**src/rtl/traffic_pkg.sv**
```systemverilog
// Shared phase codes, lamp bit positions, fault codes and lamp decode for the
// traffic lamp driver and its controller.
package traffic_pkg;

  localparam logic [1:0] NS_GREEN  = 2'd0;
  localparam logic [1:0] NS_YELLOW = 2'd1;
  localparam logic [1:0] EW_GREEN  = 2'd2;
  localparam logic [1:0] EW_YELLOW = 2'd3;

  localparam int RED = 2;
  localparam int YEL = 1;
  localparam int GRN = 0;

  localparam logic [1:0] FC_NONE    = 2'b00;
  localparam logic [1:0] FC_ILLEGAL = 2'b01;
  localparam logic [1:0] FC_STUCK   = 2'b10;

  typedef enum logic {RUN = 1'b0, FLASH = 1'b1} mode_t;

  // Returns {ns_lamp, ew_lamp}, each {red,yellow,green}.
  function automatic logic [5:0] lamp_decode(input logic [1:0] ph);
    logic [5:0] r;
    case (ph)
      NS_GREEN:  r = {3'b001, 3'b100};
      NS_YELLOW: r = {3'b010, 3'b100};
      EW_GREEN:  r = {3'b100, 3'b001};
      default:   r = {3'b100, 3'b010};
    endcase
    return r;
  endfunction

endpackage

```
**src/rtl/traffic_lamp_driver_if.sv**
```systemverilog
// Controller-to-lamp-driver bundle. PED_WALK_EN adds the pedestrian outputs.
interface traffic_lamp_driver_if;
  import traffic_pkg::*;

  // No valid/ready pair: state is a level sampled on every clk edge, and
  // every driver output is a register updated on every edge.
  logic [1:0] state;
  logic [2:0] ns_lamp;
  logic [2:0] ew_lamp;
  logic       fault;
  logic [1:0] fault_code;
  mode_t      dbg_mode;
`ifdef PED_WALK_EN
  logic       ped_walk;
  logic       ped_dont_walk;
`endif

  modport master (
    output state,
    input  ns_lamp, ew_lamp, fault, fault_code, dbg_mode
`ifdef PED_WALK_EN
    , input ped_walk, ped_dont_walk
`endif
  );

  modport slave (
    input  state,
    output ns_lamp, ew_lamp, fault, fault_code, dbg_mode
`ifdef PED_WALK_EN
    , output ped_walk, ped_dont_walk
`endif
  );

endinterface

```
**src/rtl/traffic_lamp_driver_blink_gen.sv**
```systemverilog
// Square-wave generator: BLINK_HALF cycles per half-period; restart makes the
// restarting edge count as the first on-cycle.
module blink_gen #(
  parameter int BLINK_HALF = 4
) (
  input  logic clk,
  input  logic rst,
  input  logic restart,
  output logic on
);

  localparam int CW = (BLINK_HALF > 1) ? $clog2(BLINK_HALF) : 1;

  logic [CW-1:0] cnt_q;
  logic          lvl_q;

  always_ff @(posedge clk) begin
    if (rst) begin
      cnt_q <= '0;
      lvl_q <= 1'b1;
    end else if (restart) begin
      if (BLINK_HALF == 1) begin
        cnt_q <= '0;
        lvl_q <= 1'b0;
      end else begin
        cnt_q <= CW'(1);
        lvl_q <= 1'b1;
      end
    end else if (cnt_q == CW'(BLINK_HALF - 1)) begin
      cnt_q <= '0;
      lvl_q <= ~lvl_q;
    end else begin
      cnt_q <= cnt_q + 1'b1;
    end
  end

  assign on = lvl_q;

endmodule

```
**src/rtl/traffic_lamp_driver.sv**
```systemverilog
// Lamp driver with phase-sequence and stuck-phase checking, latching into a
// red-flash mode on the first fault. Optional macro: PED_WALK_EN.
module traffic_lamp_driver
  import traffic_pkg::*;
#(
  parameter int MAX_DWELL  = 16,
  parameter int BLINK_HALF = 4
) (
  input logic                  clk,
  input logic                  rst,
  traffic_lamp_driver_if.slave bus
);

  logic [1:0] phase_q;
  logic [4:0] dwell_q, dwell_d;
  mode_t      mode_q, mode_d;
  logic       fault_q, fault_d;
  logic [1:0] code_q, code_d;
  logic [2:0] ns_q, ns_d, ew_q, ew_d;
  logic [5:0] dec;
  logic       hold, advance, illegal, stuck, fault_now, red_on;

  assign hold      = (bus.state == phase_q);
  assign advance   = (bus.state == phase_q + 2'd1);
  assign illegal   = !hold && !advance;
  assign stuck     = hold && (dwell_q == 5'(MAX_DWELL));
  assign fault_now = (mode_q == RUN) && (illegal || stuck);
  assign dec       = lamp_decode(bus.state);

  blink_gen #(.BLINK_HALF(BLINK_HALF)) u_red_blink (
    .clk(clk), .rst(rst), .restart(fault_now), .on(red_on)
  );

  always_comb begin
    mode_d  = mode_q;
    fault_d = fault_q;
    code_d  = code_q;
    ns_d    = dec[5:3];
    ew_d    = dec[2:0];
    // Dwell saturates so a long hold in FLASH cannot wrap it.
    if (advance)                 dwell_d = 5'd1;
    else if (hold && dwell_q != 5'd31) dwell_d = dwell_q + 5'd1;
    else                         dwell_d = dwell_q;
    case (mode_q)
      RUN: begin
        if (fault_now) begin
          mode_d  = FLASH;
          fault_d = 1'b1;
          code_d  = illegal ? FC_ILLEGAL : FC_STUCK;
          ns_d    = 3'b100;
          ew_d    = 3'b100;
        end
      end
      default: begin
        ns_d = {red_on, 2'b00};
        ew_d = {red_on, 2'b00};
      end
    endcase
  end

  always_ff @(posedge clk) begin
    if (rst) begin
      phase_q <= NS_GREEN;
      dwell_q <= '0;
      mode_q  <= RUN;
      fault_q <= 1'b0;
      code_q  <= FC_NONE;
      ns_q    <= 3'b001;
      ew_q    <= 3'b100;
    end else begin
      phase_q <= bus.state;
      dwell_q <= dwell_d;
      mode_q  <= mode_d;
      fault_q <= fault_d;
      code_q  <= code_d;
      ns_q    <= ns_d;
      ew_q    <= ew_d;
    end
  end

  assign bus.ns_lamp    = ns_q;
  assign bus.ew_lamp    = ew_q;
  assign bus.fault      = fault_q;
  assign bus.fault_code = code_q;
  assign bus.dbg_mode   = mode_q;

`ifdef PED_WALK_EN
  logic dw_on, walk_q, walk_d, dwk_q, dwk_d;

  blink_gen #(.BLINK_HALF(BLINK_HALF)) u_dw_blink (
    .clk(clk), .rst(rst),
    .restart(advance && bus.state == EW_YELLOW), .on(dw_on)
  );

  always_comb begin
    walk_d = 1'b0;
    dwk_d  = 1'b1;
    if (mode_q == RUN && !fault_now) begin
      case (bus.state)
        EW_GREEN:  begin walk_d = 1'b1; dwk_d = 1'b0; end
        EW_YELLOW: dwk_d = advance ? 1'b1 : dw_on;
        default:   ;
      endcase
    end
  end

  always_ff @(posedge clk) begin
    if (rst) begin
      walk_q <= 1'b0;
      dwk_q  <= 1'b1;
    end else begin
      walk_q <= walk_d;
      dwk_q  <= dwk_d;
    end
  end

  assign bus.ped_walk      = walk_q;
  assign bus.ped_dont_walk = dwk_q;
`endif

endmodule

```
**src/flat_wrapper.sv**
```systemverilog
// flat-port wrapper written by rule: the top's interface ports become plain ports
module traffic_lamp_driver_flat import traffic_pkg::*;
#(
  parameter int MAX_DWELL  = 16,
  parameter int BLINK_HALF = 4
)
  (clk, rst, bus_state, bus_ns_lamp, bus_ew_lamp, bus_fault, bus_fault_code, bus_dbg_mode);
  traffic_lamp_driver_if bus_i ();
  input logic clk;
  input logic rst;
  input wire logic [$bits(bus_i.state)-1:0] bus_state;
  output wire logic [$bits(bus_i.ns_lamp)-1:0] bus_ns_lamp;
  output wire logic [$bits(bus_i.ew_lamp)-1:0] bus_ew_lamp;
  output wire logic [$bits(bus_i.fault)-1:0] bus_fault;
  output wire logic [$bits(bus_i.fault_code)-1:0] bus_fault_code;
  output wire logic [$bits(bus_i.dbg_mode)-1:0] bus_dbg_mode;
  assign bus_i.state = bus_state;
  assign bus_ns_lamp = bus_i.ns_lamp;
  assign bus_ew_lamp = bus_i.ew_lamp;
  assign bus_fault = bus_i.fault;
  assign bus_fault_code = bus_i.fault_code;
  assign bus_dbg_mode = bus_i.dbg_mode;
  traffic_lamp_driver #(.MAX_DWELL(MAX_DWELL), .BLINK_HALF(BLINK_HALF)) u_core (.clk(clk), .rst(rst), .bus(bus_i));
endmodule
```
**config.mk**
```make
export PLATFORM = sky130hd
export DESIGN_NAME = traffic_lamp_driver_flat
export DESIGN_NICKNAME = d
export VERILOG_FILES = /design/src/rtl/traffic_pkg.sv /design/src/rtl/traffic_lamp_driver_if.sv /design/src/rtl/traffic_lamp_driver_blink_gen.sv /design/src/rtl/traffic_lamp_driver.sv /design/src/flat_wrapper.sv
export SDC_FILE = /design/constraint.sdc
export NUM_CORES = 1
export LEC_CHECK = 0
export BUFFER_PORTS_ARGS = -buffer_cell sky130_fd_sc_hd__buf_2
export CORE_AREA = 2 2 41 59
export CTS_CLUSTER_DIAMETER = 120
export DETAILED_ROUTE_END_ITERATION = 8
export DIE_AREA = 0 0 43 61
export GPL_TIMING_DRIVEN = 0
export HOLD_SLACK_MARGIN = 0.08
export SLEW_MARGIN = 20
export SYNTH_ARGS = -nofsm -noshare
export SYNTH_HDL_FRONTEND = slang
export SYNTH_SLANG_ARGS = --single-unit
```
**constraint.sdc**
```tcl
create_clock -name clk -period 3.5 [get_ports clk]
set_clock_uncertainty 0.05 [all_clocks]
set_input_delay 0.7 -clock clk [delete_from_list [all_inputs] [get_ports clk]]
set_output_delay 0.7 -clock clk [all_outputs]
set_load 0.02 [all_outputs]
```
# [Yosys cells after proc, flatten, opt, wreduce, memory -nomap -nowiden]
# Cells that the tools add are included.
[totals] output_inout_bits=10 ff_bits=20 word_cells=51
[op_classes] eq_ne=7 n_reduce_logical=14 bitwise_logic=2 muxes=12 add_sub_neg=3
[ops] cell="$pmux 6 s3" n=1
[ops] cell="$mux 3" n=4
[ops] cell="$mux 1" n=6
[ops] cell="$reduce_or 3->1" n=2
[ops] cell="$add 5x1->5 const B" n=1
[ops] cell="$eq 5x5->1 const B" n=1
[ops] cell="$ne 5x5->1 const B" n=1
[ops] cell="$add 2x1->2 const B" n=2
[ops] cell="$eq 2x2->1" n=2
[ops] cell="$eq 2x2->1 const B" n=2
[ops] cell="$logic_and 1x1->1" n=4
[ops] cell="$reduce_or 2->1" n=2
[ops] cell="$eq 2x1->1 const B" n=1
[ops] cell="$logic_not 1->1" n=2
[ops] cell="$logic_not 2->1" n=1
[ops] cell="$mux 2" n=1
[ops] cell="$not 1->1" n=2
[ops] cell="$reduce_and 2->1" n=1
[ops] cell="$reduce_bool 2->1" n=1
[ops] cell="$logic_or 1x1->1" n=1

# [Logic depth before layout (Yosys ltp)]
# Gate-level depths: netlist of the first run.
[logic_depth] word_depth=8 ltp_mapped=6 mapped_depth_nobuf=6

# [Modules after synthesis]
# From an unflattened synthesis of the first run, not the netlist that was laid out.
[unflattened] cells_unflattened=95 hier_area_um2=917.1
[modules_own_cells] module="traffic_lamp_driver" area_per_inst_um2=807.0 instances=1 seq_area_each_um2=340.3 cells_per_inst=86
[modules_own_cells] module="blink_gen" area_per_inst_um2=110.1 instances=1 seq_area_each_um2=60.1 cells_per_inst=9

# [Least setup slack after synthesis of the first run]
# Ideal clock, no wire load.
[synth_timing] path_type="input -> register" startpoint="input port bus_state[0]" endpoint="register u_core.u_red_blink.lvl_q (netlist: u_core.u_red_blink.on)" path_buffers=1 setup_time_ps=127 required_ps=3323 arrival_ps=1712 stages=5 path_slack_ps=1611 cell_sequence="buf_2 > and2b_2 > mux2i_2 > and3b_4 > or3_1"
[synth_between] elab_chain_len=6 elab_cells_between_ends=9 cone_classes="2 x eq/ne; 7 x reduce/logical"
[synth_lines] item="start: declaration" line_no="flat_wrapper.sv:11" rtl="input wire logic [$bits(bus_i.state)-1:0] bus_state;"
[synth_lines] item="$eq 2x2->1 (on tied branches)" line_no="traffic_lamp_driver.sv:23, traffic_lamp_driver.sv:24"
[synth_lines] item="$logic_not 1->1" line_no="traffic_lamp_driver.sv:25" rtl="assign illegal = !hold && !advance;"
[synth_lines] item="$logic_and 1x1->1" line_no="traffic_lamp_driver.sv:25"
[synth_lines] item="$logic_or 1x1->1 *" line_no="traffic_lamp_driver.sv:27" rtl="assign fault_now = (mode_q == RUN) && (illegal || stuck);"
[synth_lines] item="$logic_and 1x1->1 *" line_no="traffic_lamp_driver.sv:27"
[synth_lines] item="$reduce_or 2->1 (no source line) *"
[synth_lines] item="end signal: assignment" line_no="traffic_lamp_driver_blink_gen.sv:31" rtl="lvl_q <= ~lvl_q;"
[synth_lines] item="end: declaration" line_no="traffic_lamp_driver_blink_gen.sv:15" rtl="logic lvl_q;"
# Mark *: on every way between the ends. The rest lies on a longest branch, timed or not.
# A chain may end at the register's enable or synchronous reset.

# [Worst setup path in the final report of the first run]
[layout_timing] startpoint="register u_core.dwell_q[0]" endpoint="register u_core.dwell_q[1]"
[layout_between] elab_chain_len=2 elab_cells_between_ends=3 cone_classes="1 x add/sub; 1 x eq/ne; 1 x reduce/logical"
[layout_lines] item="start: declaration" line_no="traffic_lamp_driver.sv:15" rtl="logic [4:0] dwell_q, dwell_d;"
[layout_lines] item="start signal: assignment" line_no="traffic_lamp_driver.sv:72" rtl="dwell_q <= dwell_d;"
[layout_lines] item="branches (longest 2 deep; another with $add 5x1->5)"
# Parallel ways; which one is timed is not known.

==> flow_metrics.py, run 1 <==
metrics = {
    "timing": {
        "tns_ns": 0,
        "finalSetupViolCount": 0,
        "period_needed_ns": 1.805,
        "report.final.hold_viol_count": 0,
        "rsz0062_at_grt": "no",
        "clock.fmax_mhz": 554.0,
        "tightestPinTransition_ns": 0.5401,
        "slew_headroom_pct": 63.87,
        "fin_ws_ns": 1.695,
        "min_period_over_period_pct": 51.58,
        "drv_slew": 0,
    },
    "clocking": {
        "cts_buffers": 3,
        "clkTransAtPathRegs_ns": 0.10,
        "cts_hold_buf": 0,
        "clockBufferDepth": 2,
        "clock-sinks": 20,
        "cts_root_buf": "clkbuf_4",
        "cts_htree_levels": 1,
        "cts_resized": 0,
        "cts_tree": "yes",
        "cts_setup_buffers": 0,
        "clock_latency_ns": 0.29,
    },
    "floorplanning": {
        "start_util_pct": 43.10,
        "ios": 14,
        "rows": 20,
        "die_h_um": 61,
        "dieArea_um2": 2623,
        "core_um2": 2102,
        "die_w_um": 43,
    },
    "status": {
        "run_status": "finished, final reports clean",
    },
    "hold_path": {
        "min_path_type": "flop to flop",
    },
    "worst_setup_path": {
        "crit_fanout": 6,
        "required_ns": 3.63,
        "worst-r2r-setup-slack_ns": 1.69,
        "cp-endpoint": "u_core.dwell_q[1]",
        "crit_arrival_ns": 1.94,
        "worstReg2RegStart": "u_core.dwell_q[0]",
        "rr_worst_depth": 6,
        "endpoint_kind": "flop",
        "critPathKind": "flop to flop",
        "reg2reg_to": "u_core.dwell_q[1]",
        "critPathLaunchType": "flop",
        "cp-startpoint": "u_core.dwell_q[0]",
    },
    "placement": {
        "placed_cells": 126,
        "io_buffers": 11,
        "gp_congestion": 0.6998,
        "dp_hpwl_um": 1218,
        "pre_cts_slack_ns": 1.517,
    },
    "global_route": {
        "gr-usage-all-layers_pct": 13.00,
        "antenna_found_initial": 0,
        "grt_start_max_net_pins": 11,
        "gr-total-overflow": 0,
        "grt_pass1_wl_um": 2573,
        "grt_pass1_vias": 612,
    },
    "detailed_routing": {
        "dr.pass1.iters": 4,
        "viasPerCell": 5.450,
        "routedWlPerCell_um": 12.07,
        "ant_nets": 0,
        "wirelength_um": 1557,
        "drc": 0,
        "vias": 703,
        "drtIter0Drc": 14,
    },
    "logic_synthesis": {
        "synth_cell_types": 35,
        "async_flop_share_pct": 0,
        "syn_area_per_cell_um2": 9.741,
        "syn_nets": 101,
        "synthTopCellsByArea": "dfxtp_1 (44%), ha_1 (5.5%), nor2_1 (4.6%)",
        "ys_ff_latch": 20,
        "syn_inst": 93,
        "syn-cell-area_um2": 905.9,
        "yosys.area.top_type": "dfxtp_1",
        "seq_area_frac_synth_pct": 44.20,
        "synth-edff-count": 0,
        "yosysWarnings": 0,
        "synth-main-ff-cell": "dfxtp_1",
        "yosysTopAreaCellShare_pct": 44.20,
    },
    "layout": {
        "final_cells": 129,
        "fillers": 222,
        "num-nets-final": 117,
        "final_layout_size_suffix_gt1_share_pct": 20.56,
        "post-route-util_pct": 48.10,
        "final_common_cell": "dfxtp_1",
        "most-common-layout-cells": "dfxtp_1 (20), buf_2 (12), nor2_1 (11)",
        "antennaDiodeCount": 0,
        "area.growth.synth_to_final_pct": 11.60,
    },
    "pwr": {
        "p_leak_uw": 0.0004445,
        "ir_drop_mv": 0.3320,
        "p_per_area_nw_per_um2": 434.8,
    },
    "run": {
        "cap_viol_max_count": 0,
    },
}
[sequential cells by signal (all words and copies together) (netlist names)]
signal / cells
u_core.bus.fault: 1
u_core.bus.dbg_mode: 1
u_core.dwell_q: 5
u_core.bus.fault_code: 2
u_core.u_red_blink.on: 1
u_core.bus.ew_lamp: 3
u_core.u_red_blink.cnt_q: 2
u_core.bus.ns_lamp: 3
u_core.phase_q: 2
[kinds of logic after synthesis]
kind of cell,Yosys count,synth area share [%]
simple gates,34,21.82
flops,20,44.20
compound gates,15,10.64
buf+inv,10,5.110
xor+xnor,6,7.874
mux,4,4.834
fa+ha+maj,4,5.525
[power by group]
group / leakage, uW / switching [uW] / internal [uW] / total, uW
clock: 0.0000138 / 62.4 / 40.0 / 102
combinational: 0.000266 / 50.0 / 35.9 / 85.9
sequential: 0.000165 / 8.73 / 243 / 251
total: 0.000444 / 121 / 318 / 440
[how the worst min path moves through the flow]
stage / depth (start not counted) / slack (ns) / end / start
finish: 1 / 0.42 / u_core.bus.fault / u_core.bus.fault
global route: 1 / 0.45 / u_core.bus.fault / u_core.bus.fault
CTS: 1 / 0.42 / u_core.bus.fault / u_core.bus.fault
detailed placement: 1 / 0.40 / u_core.bus.fault / u_core.bus.fault
global placement: 1 / 0.40 / u_core.bus.fault / u_core.bus.fault
floorplan: 2 / 0.43 / u_core.bus.ns_lamp[2] / u_core.u_red_blink.on
[layout make-up]
cell class,count,area [um^2],area share [%]
buffer,4,23.77,2.351
clock buffer,3,22.52,2.228
timing repair buffer,11,55.05,5.446
multi-input combinational,63,459.2,45.42
tap,22,27.53,2.723
inverter,6,22.52,2.228
sequential,20,400.4,39.60
[critical path, stage by stage, from the launching register on]
cell and delay, ns:
dfxtp_1 0.37, ha_1 0.22, and3_1 0.18, ha_1 0.23
nor3_1 0.36, mux2i_1 0.23, nor2_1 0.06
[synth_stat cells, types with 2 or more instances]
master / instances
o21ai_0: 3
mux2i_1: 3
xor2_1: 3
nor4b_1: 2
nand2_1: 2
a21oi_1: 4
ha_1: 4
xnor2_1: 2
clkbuf_1: 2
and3_1: 3
or3_1: 2
inv_1: 6
o21a_1: 2
dfxtp_1: 20
nor3_1: 5
nor2_1: 11
[layer usage]
metal	vias to the layer above	GRT usage [%]	routed length [um]
met3	4	2.083	69
met4	0	6.494	29
met5	-	0	0
met1	328	15.07	684
li1	354	-	-
met2	17	23.16	773
[metrics by stage]
stage                     hold slack (ns)  area, um^2  total power, uW
final                              0.4243        1011            439.6
after detailed placement           0.3982       988.4            343.3
after global routing               0.4472        1011            462.4
after floorplan                    0.4277       905.9            321.9
after global placement             0.4003       988.4            340.8
after CTS                          0.4240        1011            445.0
No activity file was read; power rests on OpenSTA's default activity.
==> run 2: changes to the inputs <==
--- a/config.mk
+++ b/config.mk
@@ -5,11 +5,12 @@
 export SDC_FILE = /design/constraint.sdc
 export NUM_CORES = 1
 export LEC_CHECK = 0
+export ABC_AREA = 1
 export BUFFER_PORTS_ARGS = -buffer_cell sky130_fd_sc_hd__buf_2
-export CORE_AREA = 2 2 41 59
+export CORE_AREA = 2 2 41 58
 export CTS_CLUSTER_DIAMETER = 120
 export DETAILED_ROUTE_END_ITERATION = 8
-export DIE_AREA = 0 0 43 61
+export DIE_AREA = 0 0 43 60
 export GPL_TIMING_DRIVEN = 0
 export HOLD_SLACK_MARGIN = 0.08
 export SLEW_MARGIN = 20
==> constraint.sdc (replaced) <==
create_clock -name clk -period 1.45 [get_ports clk]
set_clock_uncertainty 0.05 [all_clocks]
set_input_delay 0.29 -clock clk [delete_from_list [all_inputs] [get_ports clk]]
set_output_delay 0.29 -clock clk [all_outputs]
set_load 0.02 [all_outputs]
==> flow_metrics.py, run 2 <==
metrics = {
    "logic_synthesis": {
        "seq_area_frac_synth_pct": 45.85,
        "yosys.area.top_type": "dfxtp_1",
        "syn_area_per_cell_um2": 7.339,
        "yosysTopAreaCellShare_pct": 45.85,
        "syn_inst": 119,
        "async_flop_share_pct": 0,
        "yosysWarnings": 0,
        "ys_ff_latch": 20,
        "synth-edff-count": 0,
        "ys_top_cells_by_count": "nand2_1 (33), dfxtp_1 (20), inv_1 (18), nor2_1 (10), a21oi_1 (9)",
        "syn-cell-area_um2": 873.3,
        "synth_cell_types": 21,
        "syn_nets": 127,
        "synth-main-ff-cell": "dfxtp_1",
        "synthTopCellsByArea": "dfxtp_1 (46%), nand2_1 (14%), inv_1 (7.7%)",
        "yosysMostFrequentCell": "nand2_1",
    },
    "floorplanning": {
        "core_um2": 2102,
        "start_util_pct": 41.55,
        "dieArea_um2": 2580,
        "die_h_um": 60,
        "rows": 20,
        "ios": 14,
        "die_w_um": 43,
    },
    "timing": {
        "rsz0062_at_grt": "no",
        "slew_headroom_pct": 83.36,
        "drv_slew": 0,
        "fin_ws_ns": 0.07443,
        "clock.fmax_mhz": 727.0,
        "tns_ns": 0,
        "tightestPinTransition_ns": 0.2478,
        "report.final.hold_viol_count": 0,
        "period_needed_ns": 1.376,
        "finalSetupViolCount": 0,
        "min_period_over_period_pct": 94.87,
    },
    "placement": {
        "gp_congestion": 0.7076,
        "dp_hpwl_um": 1232,
        "pre_cts_slack_ns": -0.06054,
        "dpl_cell_area_um2": 965.9,
        "io_buffers": 13,
    },
    "clocking": {
        "cts_tree": "yes",
        "cts_buffers": 3,
        "clockBufferDepth": 2,
        "clock_latency_ns": 0.30,
        "cts_root_buf": "clkbuf_4",
        "clkTransAtPathRegs_ns": 0.11,
        "clock-sinks": 20,
        "cts_htree_levels": 1,
    },
    "pwr": {
        "p_per_area_nw_per_um2": 1075,
        "p_leak_uw": 0.0005019,
        "ir_drop_mv": 0.6586,
    },
    "detailed_routing": {
        "dr.pass1.iters": 4,
        "drc": 0,
        "viasPerCell": 4.692,
        "routedWlPerCell_um": 9.805,
        "vias": 746,
        "drtIter0Drc": 15,
        "wirelength_um": 1559,
        "ant_nets": 0,
    },
    "global_route": {
        "antenna_found_initial": 0,
        "grt_pass1_wl_um": 2635,
        "grt_start_max_net_pins": 12,
        "gr-usage-all-layers_pct": 13.48,
        "grt_pass1_vias": 684,
        "gr-total-overflow": 0,
    },
    "layout": {
        "most-common-layout-cells": "nand2_1 (32), dfxtp_1 (18), inv_1 (15)",
        "fillers": 228,
        "final_common_cell": "nand2_1",
        "regMostFlops": "u_core.dwell_q",
        "num-nets-final": 146,
        "fin_area_um2": 1036,
        "antennaDiodeCount": 0,
        "largest_reg_flops": 5,
        "seqCellArea_um2": 402.9,
        "multi_input_area_um2": 415.4,
        "area.growth.synth_to_final_pct": 18.62,
        "final_layout_size_suffix_gt1_share_pct": 28.47,
    },
    "worst_setup_path": {
        "cp_slowest_cell": "dfxtp_2",
        "critPathLaunchType": "flop",
        "critPathKind": "flop to flop",
        "crit_arrival_ns": 1.58,
        "required_ns": 1.65,
        "cp_slowest_stage_delay_ns": 0.38,
        "crit_chain": "ha_2 > inv_2 > nor3_2 > ha_2 > inv_2 > nand2_4 > nand2_1 > nand3_1 > nand2_1 > inv_1",
        "crit_fanout": 6,
        "endpoint_kind": "flop",
    },
    "run": {
        "cap_viol_max_count": 0,
    },
    "status": {
        "run_status": "finished, final reports clean",
    },
    "hold_path": {
        "min_path_type": "primary input to flop",
    },
}
-- run 2: metal layers --
| layer | GRT usage, % | vias to the layer above | part of all wire [%] |
|---|---|---|---|
| met5 | 0 | - | 0 |
| met3 | 2.719 | 5 | 2.9 |
| met1 | 14.42 | 329 | 42 |
| met2 | 24.89 | 9 | 53 |
| met4 | 6.494 | 0 | 2.4 |
| li1 | - | 403 | - |
-- run 2: layout make-up --
cell class,count,area share [%]
multi-input combinational,78,40.10
sequential,20,38.89
inverter,21,7.850
timing repair buffer,14,7.005
clock buffer,4,3.502
tap,22,2.657
-- run 2: stage by stage --
step           hold WS [ns]  utilization [%]  instances  total power, uW
3_3_place_gp         0.3842            45.95        154            792.4
4_1_cts              0.1838            48.04        158             1115
5_1_grt              0.1757            49.29        159             1173
3_5_place_dp         0.3924            45.95        154            796.6
6_report             0.1767            49.29        159             1113
2_1_floorplan        0.3091                -        119            744.4
-- run 2: logic make-up (layout without fill, tap and decap cells) --
family / count (synthesis) / in the layout / share of synthesized area [%]
AO/OA/AOI/OAI: 13 / 13 / 8.022
flip-flops: 20 / 20 / 45.84
adder cells (fa/ha/maj): 4 / 4 / 5.731
buffers and inverters: 21 / 39 / 9.168
XOR/XNOR: 2 / 2 / 2.006
AND/OR/NAND/NOR: 59 / 59 / 29.23
-- run 2: what timing repair did --
action,CTS,global route
gates resized for setup,3,9
pin swaps,1,1
setup buffers,0,1
hold buffers,0,0
cloned,0,0
endpoints found under the setup margin,5,9
-- run 2: final timing paths --
check / end / from / slack [ns] / depth (start not counted)
worst min-delay path: u_core.u_red_blink.cnt_q[0] / rst / 0.18 / 2
worst min register to register: u_core.bus.fault_code[0] / u_core.bus.fault_code[0] / 0.40 / 2
worst max-delay path: u_core.dwell_q[0] / u_core.dwell_q[0] / 0.07 / 10
worst max register to register: u_core.dwell_q[0] / u_core.dwell_q[0] / 0.07 / 10
-- run 2: critical path: cells and delay by family (launching register included) --
kind,cells,cell delay [ns]
adder cells (fa/ha/maj),2,0.38
buffers and inverters,3,0.14
flip-flops,1,0.38
AND/OR/NAND/NOR,5,0.38
-- run 2: power by group --
part,internal (uW),switching [uW]
logic,68.4,125
registers,585,17.3
clock network,153,164
